==> config.mk <==
export PLATFORM = sky130hd
export DESIGN_NAME = fetch_seq_flat
export DESIGN_NICKNAME = d
export VERILOG_FILES = /design/src/rtl/fetch_seq_if.sv /design/src/rtl/fetch_seq.sv /design/src/flat_wrapper.sv
export SDC_FILE = /design/constraint.sdc
export NUM_CORES = 1
export LEC_CHECK = 0
export CAP_MARGIN = 20
export CORE_AREA = 2 2 160 162
export CTS_CLUSTER_SIZE = 40
export DETAILED_ROUTE_END_ITERATION = 7
export DIE_AREA = 0 0 162 164
export GPL_TIMING_DRIVEN = 0
export PLACE_DENSITY = 0.71
export SLEW_MARGIN = 5
export SYNTH_ARGS = -nofsm -noshare
export SYNTH_HDL_FRONTEND = slang
export SYNTH_SLANG_ARGS = --single-unit
==> constraint.sdc <==
create_clock -name clk -period 3.7 [get_ports clk]
set_input_delay 0.74 -clock clk [delete_from_list [all_inputs] [get_ports clk]]
set_output_delay 0.74 -clock clk [all_outputs]
set_load 0.01 [all_outputs]
==> src/rtl/fetch_seq_if.sv <==
// ============================================================================
// Module   : fetch_seq_if
// Purpose  : Instruction-memory request/acknowledge bus between the fetch
//            sequencer (master) and the instruction memory (slave).
// Revision : 1.0 - initial release
// ============================================================================
`default_nettype none

interface fetch_seq_if #(
    parameter int DATA_WIDTH = 32
);
    logic                  MemReq;
    logic [DATA_WIDTH-1:0] MemAddr;
    logic                  MemAck;
    logic [DATA_WIDTH-1:0] MemData;

    modport master (
        output MemReq,
        output MemAddr,
        input  MemAck,
        input  MemData
    );

    modport slave (
        input  MemReq,
        input  MemAddr,
        output MemAck,
        output MemData
    );
endinterface

`default_nettype wire

==> src/rtl/fetch_seq.sv <==
// ============================================================================
// Module   : fetch_seq
// Purpose  : RV32I fetch sequencer: owns PCf, drives the instruction memory
//            handshake, feeds the F/D register through a one-entry skid.
// Revision : 1.0 - initial release
// ============================================================================
`default_nettype none

module fetch_seq #(
    parameter int                    DATA_WIDTH = 32,
    parameter logic [DATA_WIDTH-1:0] RESET_PC   = '0
) (
    input  wire logic                  clk,
    input  wire logic                  rst,
    input  wire logic                  PCsrcE,
    input  wire logic [DATA_WIDTH-1:0] PCTargetE,
    input  wire logic                  StallD,
    fetch_seq_if.master                mem,
    output logic      [DATA_WIDTH-1:0] PCf,
    output logic      [DATA_WIDTH-1:0] InstrD,
    output logic      [DATA_WIDTH-1:0] PCd,
    output logic      [DATA_WIDTH-1:0] PCPlus4D,
    output logic                       ValidD
);

    localparam logic [DATA_WIDTH-1:0] c_PC_STEP = DATA_WIDTH'(4);

    typedef enum logic [1:0] {
        ST_IDLE  = 2'd0,
        ST_REQ   = 2'd1,
        ST_HOLD  = 2'd2,
        ST_DRAIN = 2'd3
    } state_t;

    state_t                r_state;
    logic [DATA_WIDTH-1:0] r_pcf;
    logic [DATA_WIDTH-1:0] r_instr_d;
    logic [DATA_WIDTH-1:0] r_pc_d;
    logic [DATA_WIDTH-1:0] r_pc4_d;
    logic                  r_valid_d;
    logic                  r_skid_valid;
    logic [DATA_WIDTH-1:0] r_skid_instr;
    logic [DATA_WIDTH-1:0] r_skid_pc;
    logic [DATA_WIDTH-1:0] r_drain_addr;

    logic [DATA_WIDTH-1:0] w_pcf_plus4;
    logic [DATA_WIDTH-1:0] w_skid_pc_plus4;

    assign w_pcf_plus4     = r_pcf + c_PC_STEP;
    assign w_skid_pc_plus4 = r_skid_pc + c_PC_STEP;

    // A redirected-but-unacknowledged request keeps its address alive in DRAIN
    assign mem.MemReq  = (r_state == ST_REQ) || (r_state == ST_DRAIN);
    assign mem.MemAddr = (r_state == ST_DRAIN) ? r_drain_addr : r_pcf;

    assign PCf      = r_pcf;
    assign InstrD   = r_instr_d;
    assign PCd      = r_pc_d;
    assign PCPlus4D = r_pc4_d;
    assign ValidD   = r_valid_d;

    always_ff @(posedge clk) begin
        if (rst) begin
            r_state      <= ST_IDLE;
            r_pcf        <= RESET_PC;
            r_instr_d    <= '0;
            r_pc_d       <= '0;
            r_pc4_d      <= '0;
            r_valid_d    <= 1'b0;
            r_skid_valid <= 1'b0;
            r_skid_instr <= '0;
            r_skid_pc    <= '0;
            r_drain_addr <= '0;
        end else begin
            case (r_state)
                ST_IDLE: begin
                    r_state <= ST_REQ;
                end

                ST_REQ: begin
                    if (PCsrcE) begin
                        r_pcf        <= PCTargetE;
                        r_valid_d    <= 1'b0;
                        r_skid_valid <= 1'b0;
                        if (!mem.MemAck) begin
                            r_drain_addr <= r_pcf;
                            r_state      <= ST_DRAIN;
                        end
                    end else if (mem.MemAck) begin
                        r_pcf <= w_pcf_plus4;
                        if (!StallD) begin
                            r_instr_d <= mem.MemData;
                            r_pc_d    <= r_pcf;
                            r_pc4_d   <= w_pcf_plus4;
                            r_valid_d <= 1'b1;
                        end else begin
                            r_skid_instr <= mem.MemData;
                            r_skid_pc    <= r_pcf;
                            r_skid_valid <= 1'b1;
                            r_state      <= ST_HOLD;
                        end
                    end
                end

                ST_HOLD: begin
                    if (PCsrcE) begin
                        r_pcf        <= PCTargetE;
                        r_valid_d    <= 1'b0;
                        r_skid_valid <= 1'b0;
                        r_state      <= ST_REQ;
                    end else if (!StallD) begin
                        r_instr_d    <= r_skid_instr;
                        r_pc_d       <= r_skid_pc;
                        r_pc4_d      <= w_skid_pc_plus4;
                        r_valid_d    <= r_skid_valid;
                        r_skid_valid <= 1'b0;
                        r_state      <= ST_REQ;
                    end
                end

                ST_DRAIN: begin
                    if (PCsrcE) begin
                        r_pcf        <= PCTargetE;
                        r_valid_d    <= 1'b0;
                        r_skid_valid <= 1'b0;
                    end else if (mem.MemAck) begin
                        r_state <= ST_REQ;
                    end
                end

                default: begin
                    r_state <= ST_IDLE;
                end
            endcase
        end
    end

endmodule

`default_nettype wire

==> src/flat_wrapper.sv <==
// flat-port wrapper written by rule: the top's interface ports become plain ports
module fetch_seq_flat 
#(
    parameter int                    DATA_WIDTH = 32,
    parameter logic [DATA_WIDTH-1:0] RESET_PC   = '0
)
  (clk, rst, PCsrcE, PCTargetE, StallD, PCf, InstrD, PCd, PCPlus4D, ValidD, mem_MemReq, mem_MemAddr, mem_MemAck, mem_MemData);
  fetch_seq_if #(.DATA_WIDTH(DATA_WIDTH)) mem_i ();
  input  wire logic clk;
  input  wire logic rst;
  input  wire logic PCsrcE;
  input  wire logic [DATA_WIDTH-1:0] PCTargetE;
  input  wire logic StallD;
  output logic      [DATA_WIDTH-1:0] PCf;
  output logic      [DATA_WIDTH-1:0] InstrD;
  output logic      [DATA_WIDTH-1:0] PCd;
  output logic      [DATA_WIDTH-1:0] PCPlus4D;
  output logic ValidD;
  output wire logic [$bits(mem_i.MemReq)-1:0] mem_MemReq;
  output wire logic [$bits(mem_i.MemAddr)-1:0] mem_MemAddr;
  input wire logic [$bits(mem_i.MemAck)-1:0] mem_MemAck;
  input wire logic [$bits(mem_i.MemData)-1:0] mem_MemData;
  assign mem_MemReq = mem_i.MemReq;
  assign mem_MemAddr = mem_i.MemAddr;
  assign mem_i.MemAck = mem_MemAck;
  assign mem_i.MemData = mem_MemData;
  fetch_seq #(.DATA_WIDTH(DATA_WIDTH), .RESET_PC(RESET_PC)) u_core (.clk(clk), .rst(rst), .PCsrcE(PCsrcE), .PCTargetE(PCTargetE), .StallD(StallD), .mem(mem_i), .PCf(PCf), .InstrD(InstrD), .PCd(PCd), .PCPlus4D(PCPlus4D), .ValidD(ValidD));
endmodule
==> After elaboration in Yosys (flattened, before gate mapping) <==
Index checks and enable logic that the tools add are counted.
{ "totals": {"input_bits": 69, "register_bits": 228, "output_inout_bits": 162} }
{ "classes": {"reduce_logical": 13, "muxes": 45, "bitwise_logic": 2, "add_sub_neg": 2, "n_eq_ne": 17} }
{ "op_table": {"columns": ["op", "count"], "rows": [
  ["32-bit two-way mux", 19],
  ["32-bit case mux with 2 select lines", 4],
  ["32-bit by 3-bit adder with 32-bit output, second input constant", 2],
  ["2-bit two-way mux", 8],
  ["2-bit != test, second input constant", 8],
  ["3-bit != test, second input constant", 5],
  ["6-bit AND reduction", 2],
  ["1-bit two-way mux", 11],
  ["5-bit AND reduction", 2],
  ["2-bit case mux with 4 select lines", 1],
  ["1-bit case mux with 3 select lines", 2],
  ["3-bit AND reduction", 2],
  ["2-bit equality test, second input constant", 2],
  ["4-bit AND reduction", 1],
  ["2-bit nonzero test", 2],
  ["3-bit nonzero test", 1],
  ["2-bit by 1-bit equality test with 1-bit output, second input constant", 1],
  ["2-bit logical NOT", 1],
  ["2-bit by 1-bit != test with 1-bit output, second input constant", 1],
  ["1-bit NOT", 2],
  ["2-bit OR reduction", 1],
  ["1-bit logical OR", 1]
]} }

==> Longest topological paths before layout <==
{ "depth": {"ltp_word": 5, "depth_mapped": 9} }

==> Worst setup path after synthesis <==
No wires, ideal clock.
{ "synth_timing": {"path_kind": "input -> register", "from": "in PCsrcE", "to": "reg u_core.r_skid_instr[14]", "setup_slack_ns": 1.420, "n_path_buf": 4, "arrival_time_ns": 2.148, "setup_ns": 0.132, "stages": 8, "path_cell_list": "clkbuf_1 > or2_2 > clkbuf_1 > or3_1 > clkbuf_1 > clkbuf_1 > nand2_1 > a21oi_1"} }
{ "synth_between": {"elab_chain_len": 2} }
{ "synth_rtl": {"columns": ["element", "line", "source"], "rows": [
  ["from (decl)", "flat_wrapper.sv:11", "input wire logic PCsrcE;"],
  ["1-bit NOT (no line)", null, null],
  ["4-bit AND reduction (no line)", null, null],
  ["to (signal assigned)", "fetch_seq.sv:97", "r_skid_instr <= mem.MemData;"],
  ["to (decl)", "fetch_seq.sv:42", "logic [DATA_WIDTH-1:0] r_skid_instr;"]
]} }
Every way passes these cells.
A chain may end at the register's enable or synchronous reset.

==> Worst setup path after layout <==
{ "layout_timing": {"from": "reg u_core.r_state[1]", "to": "out mem_MemAddr[31]"} }
{ "layout_between": {"elab_chain_len": 2} }
{ "layout_rtl": {"columns": ["element", "line", "source"], "rows": [
  ["from (decl)", "fetch_seq.sv:35", "state_t r_state;"],
  ["from (signal assigned)", "fetch_seq.sv:64", "r_state <= ST_IDLE;"],
  ["from (signal assigned)", "fetch_seq.sv:77", "r_state <= ST_REQ;"],
  ["from (signal assigned)", "fetch_seq.sv:87", "r_state <= ST_DRAIN;"],
  ["2-bit equality test", "fetch_seq.sv:54", "assign mem.MemAddr = (r_state == ST_DRAIN) ? r_drain_addr : r_pcf;"],
  ["32-bit two-way mux", "fetch_seq.sv:54", null],
  ["to (decl)", "flat_wrapper.sv:20", "output wire logic [$bits(mem_i.MemAddr)-1:0] mem_MemAddr;"]
]} }
Every way passes these cells.

==> results.sh <==
export IMPL_multiInputGateArea_um2=5820
export IMPL_grt_overflow_total=0
export IMPL_r2r_slack_ps=890
export IMPL_arrival_ps=2870
export IMPL_dieArea_um2=26600
export IMPL_start_kind="register"
export IMPL_syn2layout_area_growth_pct=33.3
export IMPL_skew_ps=8.82
export IMPL_reg2reg_from="u_core.PCf[3]$_SDFFE_PP0P_"
export IMPL_yosys_warnings=0
export IMPL_min_period_ps=3610
export IMPL_cp_top_family="buffers and inverters"
export IMPL_outcome="finished clean"
export IMPL_grt_pass1_vias=11100
export IMPL_path_class="reg -> out"
export IMPL_nets=1751
export IMPL_synth_ff_latch_count=226
export IMPL_synth_most_common_cell="nand2_1"
export IMPL_grt_max_degree=14
export IMPL_min_to="u_core.r_drain_addr[26]$_SDFFE_PP0P_"
export IMPL_vias_per_cell=5.73
export IMPL_crit_fanout=10
export IMPL_drc=0
export IMPL_syn_mean_instance_area_um2=7.77
export IMPL_io_buffers=229
export IMPL_synth_nets=1493
export IMPL_grt_usage_pct=29.3
export IMPL_setup_viol=0
export IMPL_cts_sinks=226
export IMPL_synth_edf_count=0
export IMPL_hpwlAfterDp_mm=29.9
export IMPL_syn_inst=1422
export IMPL_power_density_nw_per_um2=425
export IMPL_tightest_slew_ps=930
export IMPL_htree_levels=1
export IMPL_ant_nets=0
export IMPL_cp_cell_sequence="clkbuf_1 > nand2_1 > buf_2 > mux2_2 > clkdlybuf4s50_1"
export IMPL_place_congestion=0.916
export IMPL_async_flop_share_pct=0
export IMPL_grt_pass1_wl_mm=61.3
export IMPL_fp_coreArea_um2=24800
export IMPL_routedWlPerCell_um=19.8
export IMPL_fmax_mhz=277
export IMPL_wl_mm=40.2
export IMPL_worstSetupEndpointType="output pin"
export IMPL_max_stage_delay_ps=570
export IMPL_clk_latency_ps=540
export IMPL_total_power_w=0.00626
export IMPL_relSlewSlack_pct=38.0
export IMPL_register_area_um2=4520
export IMPL_ios=231
export IMPL_hp_class="reg -> reg"
export IMPL_start_util_pct=44.5
export IMPL_synth_flop_cell="dfxtp_1"
export IMPL_antenna_found_initial=0
export IMPL_cellLeakagePower_nw=4.87
export IMPL_die_x_um=162
export IMPL_die_h_um=164
export IMPL_holdPathStages=2
export IMPL_slowest_stage="clkdlybuf4s50_1"
export IMPL_yosys_top_cells_count="nand2_1 (400), dfxtp_1 (226), a21oi_1 (121)"
export IMPL_fill_cells=2302
export IMPL_synth_top_area_share_pct=41.0
export IMPL_synthTopCellsByArea="dfxtp_1 (41%), nand2_1 (14%), a21oi_1 (5.5%)"
export IMPL_final_setup_tns_ps=0
export IMPL_rows=58
export IMPL_period_share_pct=97.5
export IMPL_worstReg2RegEnd="u_core.PCPlus4D[20]$_SDFFE_PP0P_"
export IMPL_maxCapViolCount=0
export IMPL_syn_area_um2=11000
export IMPL_ys_seq_area_share_pct=41.0
export IMPL_rr_worst_depth=7
export IMPL_antenna_cells=0
export IMPL_drive_gt1_share_pct=8.59
export IMPL_min_delay_start="u_core.r_drain_addr[26]$_SDFFE_PP0P_"
export IMPL_cts_clk_slew_worst_paths_ps=60
export IMPL_cts_tree="yes"
export IMPL_vdd_ir_drop_worst_uv=313
export IMPL_vias=11600
export IMPL_cp_required_ps=2960
export IMPL_drtIter0Drc=1076
export IMPL_dr_pass1_iters=5
export IMPL_cts_inserted_buffers=26
export IMPL_worst_path_buf_inv=3
export IMPL_hold_viol=0
export IMPL_rsz0062_at_grt="false"
export IMPL_root_buffer="clkbuf_16"
export IMPL_synth_top_area_cell="dfxtp_1"
export IMPL_ys_types=66
export IMPL_maxSlewViolCount=0
export IMPL_ctsLongestPathBuffers=3
worst min-delay path: cells and delay by family (launching register included):
kind / cells / cell delay (ps)
and+or+nand+nor: 1 / 50
DFF: 1 / 300
AOI/OAI and AO/OA: 1 / 50
worst max path at each step:
stage / endpoint / cells after the start / slack (ps) / startpoint
floorplan: u_core.r_skid_instr[14]$_SDFFE_PP0P_ / 8 / 1420 / PCsrcE
global placement: u_core.PCf[22]$_SDFFE_PP0P_ / 5 / 110 / rst
detailed placement: u_core.PCPlus4D[7]$_SDFFE_PP0P_ / 5 / 120 / rst
CTS: mem_MemAddr[31] / 5 / 20 / u_core.r_state[1]$_SDFFE_PP0P_
global route: mem_MemAddr[10] / 5 / 30 / u_core.r_state[1]$_SDFFE_PP0P_
finish: mem_MemAddr[31] / 5 / 90 / u_core.r_state[1]$_SDFFE_PP0P_
metal layers:
layer	vias up	global-route usage [%]	wire [um]
met2	632	48.6	18200
met5	-	0	0
met4	0	9.81	1220
li1	5468	-	-
met1	5421	38.8	17100
met3	101	5.15	3750
sequential cells by signal, summed over array words and instances (netlist names):
name / flops
u_core.InstrD: 32
u_core.PCPlus4D: 32
u_core.PCd: 30
u_core.PCf: 32
u_core.ValidD: 1
u_core.r_drain_addr: 32
u_core.r_skid_instr: 32
u_core.r_skid_pc: 32
u_core.r_skid_valid: 1
u_core.r_state: 2
cell families after synthesis:
family / synth area share [%]
buffers and inverters: 6.34
AO/OA/AOI/OAI: 19.1
XOR/XNOR: 3.41
adder cells (fa/ha/maj): 0.227
flip-flops: 41.0
multiplexers: 4.09
AND/OR/NAND/NOR: 25.8
where the power goes:
| group | internal, W | total (W) | switching (W) |
|---|---|---|---|
| Clock | 0.00178 | 0.00285 | 0.00108 |
| Combinational | 0.000359 | 0.000836 | 0.000477 |
| Sequential | 0.00251 | 0.00257 | 0.0000580 |
cell type report:
type	count	area share [%]
Multi-Input combinational cell	1040	39.6
Sequential cell	226	30.7
Timing Repair Buffer	230	15.6
Clock buffer	35	5.12
Buffer	149	4.59
Tap cell	330	2.80
Clock inverter	12	1.39
Inverter	7	0.178
through the flow:
stage / utilization (%) / instances / hold WS [ps] / cell area (um^2) / setup slack [ps]
2_1_floorplan: - / 1422 / 434 / 11000 / 1420
3_3_place_gp: 55.4 / 1981 / 439 / 13700 / 107
3_5_place_dp: 55.4 / 1982 / 446 / 13800 / 121
4_1_cts: 59.3 / 2029 / 454 / 14700 / 16.4
5_1_grt: 59.3 / 2029 / 469 / 14700 / 26.5
6_report: 59.3 / 2029 / 453 / 14700 / 91.0
placed cells by master (no fill, tap or decap), types with 8 or more instances in the layout:
cell type / netlist / final
a21oi_1: 121 / 121
clkbuf_16: 0 / 26
clkbuf_1: 98 / 100
a311oi_1: 65 / 65
nor3_1: 11 / 11
nand2_1: 400 / 400
mux2_2: 33 / 33
nand3_1: 42 / 42
dfxtp_1: 226 / 226
buf_2: 17 / 18
buf_4: 14 / 15
a22oi_1: 11 / 11
xor2_1: 13 / 13
o211ai_1: 8 / 8
nor4_1: 15 / 14
o31ai_1: 13 / 13
clkbuf_8: 1 / 8
buf_1: 14 / 13
o21ai_0: 34 / 34
mux2i_1: 8 / 8
nor4_2: 7 / 8
nand4_1: 12 / 12
xnor2_1: 30 / 30
nor2_1: 101 / 101
clkdlybuf4s50_1: 0 / 229
timing repair:
item                       4_1_cts  5_1_grt
buffers inserted                 0        0
hold buffers                     0        0
pin swaps                        0        0
hold endpoints to repair         0        0
setup endpoints to repair       10       10
resized for setup                2        2
Note: power is estimated with default switching activity, not from simulation.
